==> config.mk <==
export PLATFORM = sky130hd
export DESIGN_NAME = alu_arbiter_flat
export DESIGN_NICKNAME = d
export VERILOG_FILES = /design/src/rtl/alu_arbiter_if.sv /design/src/rtl/alu_arbiter.sv /design/src/flat_wrapper.sv
export SDC_FILE = /design/constraint.sdc
export NUM_CORES = 1
export LEC_CHECK = 0
export BUFFER_PORTS_ARGS = -buffer_cell sky130_fd_sc_hd__buf_4
export CORE_MARGIN = 2
export CORE_UTILIZATION = 36
export DETAILED_ROUTE_END_ITERATION = 16
export PLACE_DENSITY = 0.8
export SYNTH_ARGS = -nofsm -noshare
export SYNTH_HDL_FRONTEND = slang
export SYNTH_SLANG_ARGS = --single-unit
export TNS_END_PERCENT = 5
==> constraint.sdc <==
create_clock -name I_clk -period 7.8 [get_ports I_clk]
set_input_delay 1.56 -clock I_clk [delete_from_list [all_inputs] [get_ports I_clk]]
set_output_delay 1.56 -clock I_clk [all_outputs]
set_load 0.05 [all_outputs]
==> src/rtl/alu_arbiter_if.sv <==
// alu_arbiter_if: request/response handshake for two client ports plus the
// command/result bus toward the shared ALU.
interface alu_arbiter_if;
  logic [1:0]  I_req_valid;
  logic [4:0]  I_req_op0;
  logic [4:0]  I_req_op1;
  logic [31:0] I_req_a0;
  logic [31:0] I_req_b0;
  logic [31:0] I_req_a1;
  logic [31:0] I_req_b1;
  logic [1:0]  O_req_ready;
  logic [1:0]  O_rsp_valid;
  logic [31:0] O_rsp_data;
  logic        O_rsp_lt;
  logic        O_rsp_ltu;
  logic        O_rsp_eq;
  logic        O_rsp_err;
  logic        O_alu_en;
  logic [31:0] O_alu_dataS1;
  logic [31:0] O_alu_dataS2;
  logic [4:0]  O_alu_aluop;
  logic        O_alu_reset;
  logic        I_alu_busy;
  logic [31:0] I_alu_data;
  logic        I_alu_lt;
  logic        I_alu_ltu;
  logic        I_alu_eq;

  // Arbiter side.
  modport slave (
    input  I_req_valid, I_req_op0, I_req_op1,
    input  I_req_a0, I_req_b0, I_req_a1, I_req_b1,
    output O_req_ready, O_rsp_valid, O_rsp_data,
    output O_rsp_lt, O_rsp_ltu, O_rsp_eq, O_rsp_err,
    output O_alu_en, O_alu_dataS1, O_alu_dataS2, O_alu_aluop, O_alu_reset,
    input  I_alu_busy, I_alu_data, I_alu_lt, I_alu_ltu, I_alu_eq
  );

  // Environment side: both requesters and the ALU.
  modport master (
    output I_req_valid, I_req_op0, I_req_op1,
    output I_req_a0, I_req_b0, I_req_a1, I_req_b1,
    input  O_req_ready, O_rsp_valid, O_rsp_data,
    input  O_rsp_lt, O_rsp_ltu, O_rsp_eq, O_rsp_err,
    input  O_alu_en, O_alu_dataS1, O_alu_dataS2, O_alu_aluop, O_alu_reset,
    output I_alu_busy, I_alu_data, I_alu_lt, I_alu_ltu, I_alu_eq
  );
endinterface

==> src/rtl/alu_arbiter.sv <==
// alu_arbiter: two-port round-robin front end sharing one multi-cycle ALU.
// One transaction in flight at a time; a WAIT-state watchdog aborts and
// resets an ALU that never drops busy, answering with err=1.
module alu_arbiter #(
  parameter int WATCHDOG_CYCLES = 40
) (
  input logic          I_clk,
  input logic          I_reset_n,
  alu_arbiter_if.slave bus
);

  localparam int CNT_W = $clog2(WATCHDOG_CYCLES + 1);

  typedef enum logic [2:0] {IDLE, ISSUE, WAIT, ABORT, RESP} state_t;

  state_t             state;
  state_t             state_next;
  logic               grant;
  logic               grant_vld;
  logic               accept;
  logic               owner;
  logic               last_owner;
  logic [CNT_W-1:0]   wait_cnt;
  logic               watchdog_hit;
  logic [4:0]         op_q;
  logic [31:0]        a_q;
  logic [31:0]        b_q;
  logic [31:0]        rsp_data;
  logic               rsp_lt;
  logic               rsp_ltu;
  logic               rsp_eq;
  logic               rsp_err;

  // Round-robin pick: a lone requester wins, a tie goes to the port not served last.
  always_comb begin
    grant     = 1'b0;
    grant_vld = 1'b0;
    case (bus.I_req_valid)
      2'b01:   begin grant = 1'b0;        grant_vld = 1'b1; end
      2'b10:   begin grant = 1'b1;        grant_vld = 1'b1; end
      2'b11:   begin grant = ~last_owner; grant_vld = 1'b1; end
      default: begin grant = 1'b0;        grant_vld = 1'b0; end
    endcase
  end

  assign accept       = grant_vld && (state == IDLE) && I_reset_n;
  assign watchdog_hit = (wait_cnt == CNT_W'(WATCHDOG_CYCLES - 1));

  // State register.
  always_ff @(posedge I_clk) begin
    if (!I_reset_n) state <= IDLE;
    else            state <= state_next;
  end

  // Next-state logic; the watchdog fires on the last allowed busy WAIT cycle.
  always_comb begin
    state_next = state;
    case (state)
      IDLE:    if (accept) state_next = ISSUE;
      ISSUE:   state_next = WAIT;
      WAIT: begin
        if (!bus.I_alu_busy)  state_next = RESP;
        else if (watchdog_hit) state_next = ABORT;
      end
      ABORT:   state_next = RESP;
      RESP:    state_next = IDLE;
      default: state_next = IDLE;
    endcase
  end

  // Outputs decoded from state; ALU reset also follows the external reset combinationally.
  always_comb begin
    bus.O_req_ready = 2'b00;
    bus.O_rsp_valid = 2'b00;
    bus.O_alu_en    = 1'b0;
    bus.O_alu_reset = ~I_reset_n;
    case (state)
      IDLE:    if (grant_vld && I_reset_n) bus.O_req_ready[grant] = 1'b1;
      ISSUE:   bus.O_alu_en = 1'b1;
      WAIT:    bus.O_alu_en = bus.I_alu_busy;
      ABORT:   bus.O_alu_reset = 1'b1;
      RESP:    bus.O_rsp_valid[owner] = 1'b1;
      default: bus.O_alu_en = 1'b0;
    endcase
  end

  // Control and response registers: owner/pointer, watchdog counter, captured result.
  always_ff @(posedge I_clk) begin
    if (!I_reset_n) begin
      owner      <= 1'b0;
      last_owner <= 1'b1;
      wait_cnt   <= '0;
      rsp_data   <= '0;
      rsp_lt     <= 1'b0;
      rsp_ltu    <= 1'b0;
      rsp_eq     <= 1'b0;
      rsp_err    <= 1'b0;
    end else begin
      if (accept) begin
        owner      <= grant;
        last_owner <= grant;
      end
      if (state == ISSUE)     wait_cnt <= '0;
      else if (state == WAIT) wait_cnt <= wait_cnt + CNT_W'(1);
      if (state == WAIT && !bus.I_alu_busy) begin
        rsp_data <= bus.I_alu_data;
        rsp_lt   <= bus.I_alu_lt;
        rsp_ltu  <= bus.I_alu_ltu;
        rsp_eq   <= bus.I_alu_eq;
        rsp_err  <= 1'b0;
      end
      if (state == ABORT) begin
        rsp_data <= '0;
        rsp_lt   <= 1'b0;
        rsp_ltu  <= 1'b0;
        rsp_eq   <= 1'b0;
        rsp_err  <= 1'b1;
      end
    end
  end

  // Command latch: only written on accept, so the ALU bus never sees the other port.
  always_ff @(posedge I_clk) begin
    if (accept) begin
      op_q <= grant ? bus.I_req_op1 : bus.I_req_op0;
      a_q  <= grant ? bus.I_req_a1  : bus.I_req_a0;
      b_q  <= grant ? bus.I_req_b1  : bus.I_req_b0;
    end
  end

  assign bus.O_alu_dataS1 = a_q;
  assign bus.O_alu_dataS2 = b_q;
  assign bus.O_alu_aluop  = op_q;
  assign bus.O_rsp_data   = rsp_data;
  assign bus.O_rsp_lt     = rsp_lt;
  assign bus.O_rsp_ltu    = rsp_ltu;
  assign bus.O_rsp_eq     = rsp_eq;
  assign bus.O_rsp_err    = rsp_err;

endmodule

==> src/flat_wrapper.sv <==
// flat-port wrapper written by rule: the top's interface ports become plain ports
module alu_arbiter_flat 
#(
  parameter int WATCHDOG_CYCLES = 40
)
  (I_clk, I_reset_n, bus_I_req_valid, bus_I_req_op0, bus_I_req_op1, bus_I_req_a0, bus_I_req_b0, bus_I_req_a1, bus_I_req_b1, bus_O_req_ready, bus_O_rsp_valid, bus_O_rsp_data, bus_O_rsp_lt, bus_O_rsp_ltu, bus_O_rsp_eq, bus_O_rsp_err, bus_O_alu_en, bus_O_alu_dataS1, bus_O_alu_dataS2, bus_O_alu_aluop, bus_O_alu_reset, bus_I_alu_busy, bus_I_alu_data, bus_I_alu_lt, bus_I_alu_ltu, bus_I_alu_eq);
  alu_arbiter_if bus_i ();
  input logic I_clk;
  input logic I_reset_n;
  input wire logic [$bits(bus_i.I_req_valid)-1:0] bus_I_req_valid;
  input wire logic [$bits(bus_i.I_req_op0)-1:0] bus_I_req_op0;
  input wire logic [$bits(bus_i.I_req_op1)-1:0] bus_I_req_op1;
  input wire logic [$bits(bus_i.I_req_a0)-1:0] bus_I_req_a0;
  input wire logic [$bits(bus_i.I_req_b0)-1:0] bus_I_req_b0;
  input wire logic [$bits(bus_i.I_req_a1)-1:0] bus_I_req_a1;
  input wire logic [$bits(bus_i.I_req_b1)-1:0] bus_I_req_b1;
  output wire logic [$bits(bus_i.O_req_ready)-1:0] bus_O_req_ready;
  output wire logic [$bits(bus_i.O_rsp_valid)-1:0] bus_O_rsp_valid;
  output wire logic [$bits(bus_i.O_rsp_data)-1:0] bus_O_rsp_data;
  output wire logic [$bits(bus_i.O_rsp_lt)-1:0] bus_O_rsp_lt;
  output wire logic [$bits(bus_i.O_rsp_ltu)-1:0] bus_O_rsp_ltu;
  output wire logic [$bits(bus_i.O_rsp_eq)-1:0] bus_O_rsp_eq;
  output wire logic [$bits(bus_i.O_rsp_err)-1:0] bus_O_rsp_err;
  output wire logic [$bits(bus_i.O_alu_en)-1:0] bus_O_alu_en;
  output wire logic [$bits(bus_i.O_alu_dataS1)-1:0] bus_O_alu_dataS1;
  output wire logic [$bits(bus_i.O_alu_dataS2)-1:0] bus_O_alu_dataS2;
  output wire logic [$bits(bus_i.O_alu_aluop)-1:0] bus_O_alu_aluop;
  output wire logic [$bits(bus_i.O_alu_reset)-1:0] bus_O_alu_reset;
  input wire logic [$bits(bus_i.I_alu_busy)-1:0] bus_I_alu_busy;
  input wire logic [$bits(bus_i.I_alu_data)-1:0] bus_I_alu_data;
  input wire logic [$bits(bus_i.I_alu_lt)-1:0] bus_I_alu_lt;
  input wire logic [$bits(bus_i.I_alu_ltu)-1:0] bus_I_alu_ltu;
  input wire logic [$bits(bus_i.I_alu_eq)-1:0] bus_I_alu_eq;
  assign bus_i.I_req_valid = bus_I_req_valid;
  assign bus_i.I_req_op0 = bus_I_req_op0;
  assign bus_i.I_req_op1 = bus_I_req_op1;
  assign bus_i.I_req_a0 = bus_I_req_a0;
  assign bus_i.I_req_b0 = bus_I_req_b0;
  assign bus_i.I_req_a1 = bus_I_req_a1;
  assign bus_i.I_req_b1 = bus_I_req_b1;
  assign bus_O_req_ready = bus_i.O_req_ready;
  assign bus_O_rsp_valid = bus_i.O_rsp_valid;
  assign bus_O_rsp_data = bus_i.O_rsp_data;
  assign bus_O_rsp_lt = bus_i.O_rsp_lt;
  assign bus_O_rsp_ltu = bus_i.O_rsp_ltu;
  assign bus_O_rsp_eq = bus_i.O_rsp_eq;
  assign bus_O_rsp_err = bus_i.O_rsp_err;
  assign bus_O_alu_en = bus_i.O_alu_en;
  assign bus_O_alu_dataS1 = bus_i.O_alu_dataS1;
  assign bus_O_alu_dataS2 = bus_i.O_alu_dataS2;
  assign bus_O_alu_aluop = bus_i.O_alu_aluop;
  assign bus_O_alu_reset = bus_i.O_alu_reset;
  assign bus_i.I_alu_busy = bus_I_alu_busy;
  assign bus_i.I_alu_data = bus_I_alu_data;
  assign bus_i.I_alu_lt = bus_I_alu_lt;
  assign bus_i.I_alu_ltu = bus_I_alu_ltu;
  assign bus_i.I_alu_eq = bus_I_alu_eq;
  alu_arbiter #(.WATCHDOG_CYCLES(WATCHDOG_CYCLES)) u_core (.I_clk(I_clk), .I_reset_n(I_reset_n), .bus(bus_i));
endmodule
==> results of run 1 <==
cell families (layout without fill, tap and decap cells):
logic type               after synthesis  count (layout)  share of synthesized area (%)
XOR/XNOR                               1               1                         0.1864
multiplexers                          70              70                          16.74
AND/OR/NAND/NOR                      100             100                          9.822
flip-flops                           116             116                          64.09
AO/OA/AOI/OAI                         56              56                          6.388
adder cells (fa/ha/maj)                1               1                         0.2661
buffers and inverters                 24             327                          2.502
metrics by stage:
stage	hold slack, ps	instance area, um^2	setup WS [ps]
floorplan	440.7	4701	3365
global placement	443.2	7014	3356
detailed placement	451.0	7014	3241
CTS	458.4	7605	3236
global route	483.3	7605	3169
finish	456.3	7605	3257
flip-flops by register name, indices dropped and copies added, names as in the netlist:
register                 flops
u_core.bus.O_alu_aluop       5
u_core.bus.O_alu_dataS1     32
u_core.bus.O_alu_dataS2     32
u_core.bus.O_rsp_data       32
u_core.bus.O_rsp_eq          1
u_core.bus.O_rsp_err         1
u_core.bus.O_rsp_lt          1
u_core.bus.O_rsp_ltu         1
u_core.last_owner            1
u_core.owner                 1
u_core.state                 3
u_core.wait_cnt              6
cells in the mapped netlist, drive strengths merged (3+ instances only):
library cell | instances | share of area, %
nand2 | 75 | 6.0
edfxtp | 69 | 44
mux2 | 69 | 17
dfxtp | 47 | 20
a21oi | 41 | 4.4
buf | 17 | 1.9
o21ai | 7 | 0.75
nor2 | 5 | 0.40
clkbuf | 4 | 0.32
inv | 3 | 0.24
nand2b | 3 | 0.40
nor4b | 3 | 0.88
or3 | 3 | 0.40
layout make-up:
class,instances,area (um^2),share of cell area [%]
clock buffers,18,429.2,5.643
clock inverters,14,161.4,2.122
inverters,3,11.26,0.1481
multi-input cells,228,1583,20.81
flip-flops and latches,116,3013,39.62
well taps,172,215.2,2.830
repair buffers,292,2192,28.83
worst paths after layout:
path	end	slack [ps]	depth (start not counted)
worst max-delay path	bus_O_req_ready[1]	3260	5
worst min-delay path	u_core.bus.O_rsp_data[9]	460	2
worst max register to register	u_core.bus.O_alu_dataS2[26]	5370	3
worst min register to register	u_core.bus.O_rsp_data[9]	460	2
worst max-delay path, delay by kind of cell:
family | cells | cell delay (ps)
buf+inv | 3 | 970
simple gates | 1 | 270
compound gates | 1 | 160
routing by layer:
| metal | track usage, % | share of wire (%) | vias to the layer above |
|---|---|---|---|
| met3 | 7.191 | 7.4 | 20 |
| met5 | 0 | 0 | - |
| li1 | - | - | 1909 |
| met1 | 20.83 | 39 | 1833 |
| met2 | 33.16 | 51 | 173 |
| met4 | 8.133 | 2.7 | 0 |
placed cells by master, fill, tap and decap left out, types with 2 or more instances in the layout:
cell        count
dfxtp_1        47
o21ai_0         7
nand3_1         2
nand2_1        75
nand2b_1        3
a21oi_1        41
clkbuf_16      17
nor2_1          5
o21bai_1        2
clkinv_2        3
or3_1           3
clkinvlp_4      3
bufinv_16       3
clkinv_4        2
buf_4         292
clkinv_1        2
nor4b_1         2
edfxtp_1       69
mux2_2         69
inv_1           3
power breakdown:
group / internal [mW] / switching [mW] / total, mW / leakage (nW)
Sequential: 0.697 / 0.0152 / 0.713 / 1.03
Combinational: 0.138 / 0.203 / 0.341 / 1.89
Clock: 0.500 / 0.269 / 0.769 / 0.281
Total: 1.33 / 0.488 / 1.82 / 3.19
==> metrics, run 1 <==
initial antenna violation count 0; clock tree root driver cell clkbuf_16; vias 3,935; placed cells 811; DP HPWL 10.33 mm; Die Area 13,990 um^2; Top FF cell, synth edfxtp_1; Peak VDD IR 95.32 uV; Mapped Area 4701 um^2; Clock Latency Late Sink 390 ps; Mapped Cells 368; Post-CTS Hold Buffers 0; global-route wire length before repair 20.62 mm; crit path cell chain buf_4 > a21boi_4 > buf_4 > and2_1 > buf_4; Worst EP arrival 2980 ps; Die Y-Extent 118.3 um; post-cts sizing count 0; power per standard cell area 239.7 nW/um^2; Initial Util 37.10%; via/cell ratio 4.668; clk_skew 8.952 ps; Final min period 4543 ps; RSZ-0062 raised after global routing false; setup violators final 0; CTS sink cnt 116; Fill cells 1,041; Mapped Nets 547; Non-Filler Instances 843; Area Growth Syn to Fin 61.78%; Required @ worst endpoint 6240 ps; share of cells above drive strength 1 58.72%; CP Launch Point bus_I_req_valid[1]; Peak Freq 0.2201 GHz; Fin Setup TNS 0 ps; CTS max path bufs 2; Congestion Overflow GR 0; Antenna Nets Post-Route 0; Max stage delay on crit path 650 ps; number of buffers created by CTS 17; measured slew at the worst slew-check pin 1198 ps; largest net degree at the start of global routing 71; fin nets 837; Die X 118.3 um; DRC viols 0; # IOs 289; GRT Overall Usage 19.11%; maximum fanout along the worst path 70; DR iter-0 viols 110; Final Hold Fails 0; most numerous cell on the critical path buf_4; Tot Pwr 1.823 mW; final period utilization 58.24%; port bufs 288; CTS tree yes; Slew Viols, Final 0; fraction of the yosys area taken by sequential cells 64.09%; Yosys cell types 34; First-pass DRT Iterations 4; number of diodes 0; crit start category input port; wire length per cell 16.20 um; #FFs+latches synth 116; Synth Warn # 0; FP Rows 41; Worst-path clk slew 50 ps; Pleak 3.194 nW; status completed; number of global-route vias before repair 3,832; CP Capture Type primary output; final core occ 60.02%; Max-slew headroom 20.12%; min-delay worst type flop to flop; GP Congestion 0.8474; floorplan core area 12,670 um^2; Critical-path top delay cell buf_4; Hold Startpoint u_core.bus.O_rsp_data[9]; worst r2r src u_core.state[2]; final wirelength 13.66 mm; CP Class input port to primary output; Setup Fix Bufs, Post-CTS 0; EDFF count, synth 69; H-tree depth 4; Mean Syn Cell Area 12.77 um^2; FFs w/ async S/R, synth 0%; Max-Cap Viols 0
Power figures use the tool's default switching activity.
==> inputs of run 2 (changes only) <==
ABC_AREA = 1   (was default)
clock period = 4.2 ns   (was 7.8 ns; I/O delays follow)
==> run 2 against run 1 <==
Effect of this change:
- clock-buffer cell count up 9
- combinational power rose to 2.8 times the previous value
- core utilization up 0.18 points
- cell count up 18%
- first-iteration DRC count up 95%
- flip-flop and latch count unchanged
- register-to-register slack worse by 3200 ps
- critical endpoint is now bus_O_req_ready[0]
- largest cell class unchanged
==> metrics, run 2 <==
status completed; crit start category input port; DR iter-0 viols 215; Clock Latency Late Sink 410 ps; CP Class input port to primary output; #FFs+latches synth 116; Post-CTS Hold Buffers 0; CTS max path bufs 2; CP Capture Type primary output; Mapped Area 4705 um^2; measured slew at the worst slew-check pin 669.5 ps; Non-Filler Instances 995; wire length per cell 13.66 um; Antenna Nets Post-Route 0; Setup Fix Bufs, Post-CTS 0; post-synth top area share 44.04%; Max-slew headroom 55.37%; initial antenna violation count 0; fraction of the yosys area taken by sequential cells 64.04%; Die X 118.3 um; Max-Cap Viols 0; most common cell in the netlist nand2_1; GP Congestion 0.8217; Pleak 3.629 nW; Worst R2R Setup Slack 2180 ps; Mean Syn Cell Area 9.030 um^2; Top FF cell, synth edfxtp_1; Worst-path clk slew 50 ps; clk_skew 8.632 ps; H-tree depth 4; placed cells 963; share of cells above drive strength 1 40.34%; Fin Setup TNS 0 ps; Required @ worst endpoint 3360 ps; Mapped Cells 521; Setup WS pre-CTS 1249 ps; power per standard cell area 503.6 nW/um^2; hold depth 2; Peak VDD IR 232.4 uV; final wirelength 13.59 mm; global-route wire length before repair 21.16 mm; min-delay worst type flop to flop; Final Hold Fails 0; FFs w/ async S/R, synth 0%; Synth Warn # 0; Area after DPL 6998 um^2; Area Growth Syn to Fin 62.13%; setup violators final 0; Final min period 2931 ps; Congestion Overflow GR 0; CTS sink cnt 116; EDFF count, synth 69; Fill cells 1,078; post-cts sizing count 0; CTS tree yes; floorplan core area 12,670 um^2; vias 4,477; Die Area 14,000 um^2; DRC viols 0; First-pass DRT Iterations 5; Sw Share 30.70%; # IOs 289; Flop pwr share 36.5%; via/cell ratio 4.499; Mapped Nets 700; largest net degree at the start of global routing 70; number of diodes 0; Psw 1.179 mW; Comb pwr share 24.9%; Yosys cell types 21; worst setup margin 1269 ps; number of global-route vias before repair 4,371; FP Rows 41; Synth area leader edfxtp_1; Slew Viols, Final 0; Internal Dissipation 2.662 mW; Die Y-Extent 118.3 um; commonest cells after routing, fill and taps aside nand2_1, buf_4, edfxtp_1; post-route cell area 7627 um^2; GRT Overall Usage 19.59%; area taken by multi-input logic gates 1515 um^2; FF+latch area 3013 um^2; maximum fanout along the worst path 27; Peak Freq 0.3411 GHz; RSZ-0062 raised after global routing false; clock tree root driver cell clkbuf_16; top cells by area, synth edfxtp_1, nand2_1, dfxtp_1; number of buffers created by CTS 17; fin nets 989; FF-to-FF path depth 5; Initial Util 37.13%; Post-synth top cells nand2_1, edfxtp_1, dfxtp_1, a21oi_1, clkbuf_1; final period utilization 69.80%; port bufs 288; DP HPWL 10.20 mm; Worst EP arrival 2090 ps; clock share of power 38.6%
-- run 2: cell count changes in the layout (fill, tap and decap cells not counted), moves of 3 or more --
cell	previous run	this run
clkbuf_16	17	20
clkbuf_8	0	5
clkinvlp_4	3	0
inv_1	3	10
inv_2	0	3
inv_4	0	3
mux2_2	69	0
nand2_1	75	293
nand2b_1	3	0
nand3_1	2	10
nor2_1	5	8
nor3_1	0	3
o21ai_0	7	2
or3_1	3	0
-- run 2: cells by family after synthesis --
group           Yosys count  share of synthesized area (%)
fa+ha+maj                 1                         0.2659
compound gates           45                          4.787
buf+inv                  37                          3.963
flops                   116                          64.04
simple gates            321                          26.76
xor+xnor                  1                         0.1862
-- run 2: worst paths after layout --
kind / start / endpoint
setup / recovery: I_reset_n / bus_O_req_ready[0]
hold / removal: u_core.bus.O_rsp_data[9] / u_core.bus.O_rsp_data[9]
setup reg to reg: u_core.state[1] / u_core.bus.O_alu_dataS1[4]
hold reg to reg: u_core.bus.O_rsp_data[9] / u_core.bus.O_rsp_data[9]
-- run 2: final cells by class --
type                       instances  share of cell area [%]
clock buffer                      27                   7.562
timing repair buffer             293                   28.84
sequential                       116                   39.50
tap                              172                   2.822
multi-input combinational        368                   19.87
inverter                          14                  0.7218
clock inverter                     5                  0.6890
-- run 2: layer usage --
layer / up-vias / track usage (%) / routed length (um)
met5: - / 0 / 0
met4: 0 / 11.37 / 515
met3: 34 / 6.515 / 1224
met2: 223 / 33.89 / 6771
met1: 1962 / 20.74 / 5075
li1: 2258 / - / -
-- run 2: stage by stage --
stage	util, %	hold slack (ps)	power [mW]
2_1_floorplan	-	428.7	2.029
3_3_place_gp	55.23	448.8	2.378
3_5_place_dp	55.23	453.6	2.390
4_1_cts	60.20	462.8	3.879
5_1_grt	60.20	484.2	3.995
6_report	60.20	458.1	3.841
-- run 2: worst max-delay path, stage by stage --
cell and delay, ps:
buf_4 120, o21ai_0 190, nor2_4 120, buf_4 340, inv_1 110, nor2_1 140
buf_4 220
-- run 2: power by group through the flow --
stage	Clock [mW]	Combinational (mW)	Sequential, mW
after floorplan	0	0.243	1.79
after global placement	0	0.960	1.42
after detailed placement	0	0.966	1.42
after CTS	1.51	0.967	1.40
after global routing	1.56	1.02	1.41
final	1.48	0.958	1.40
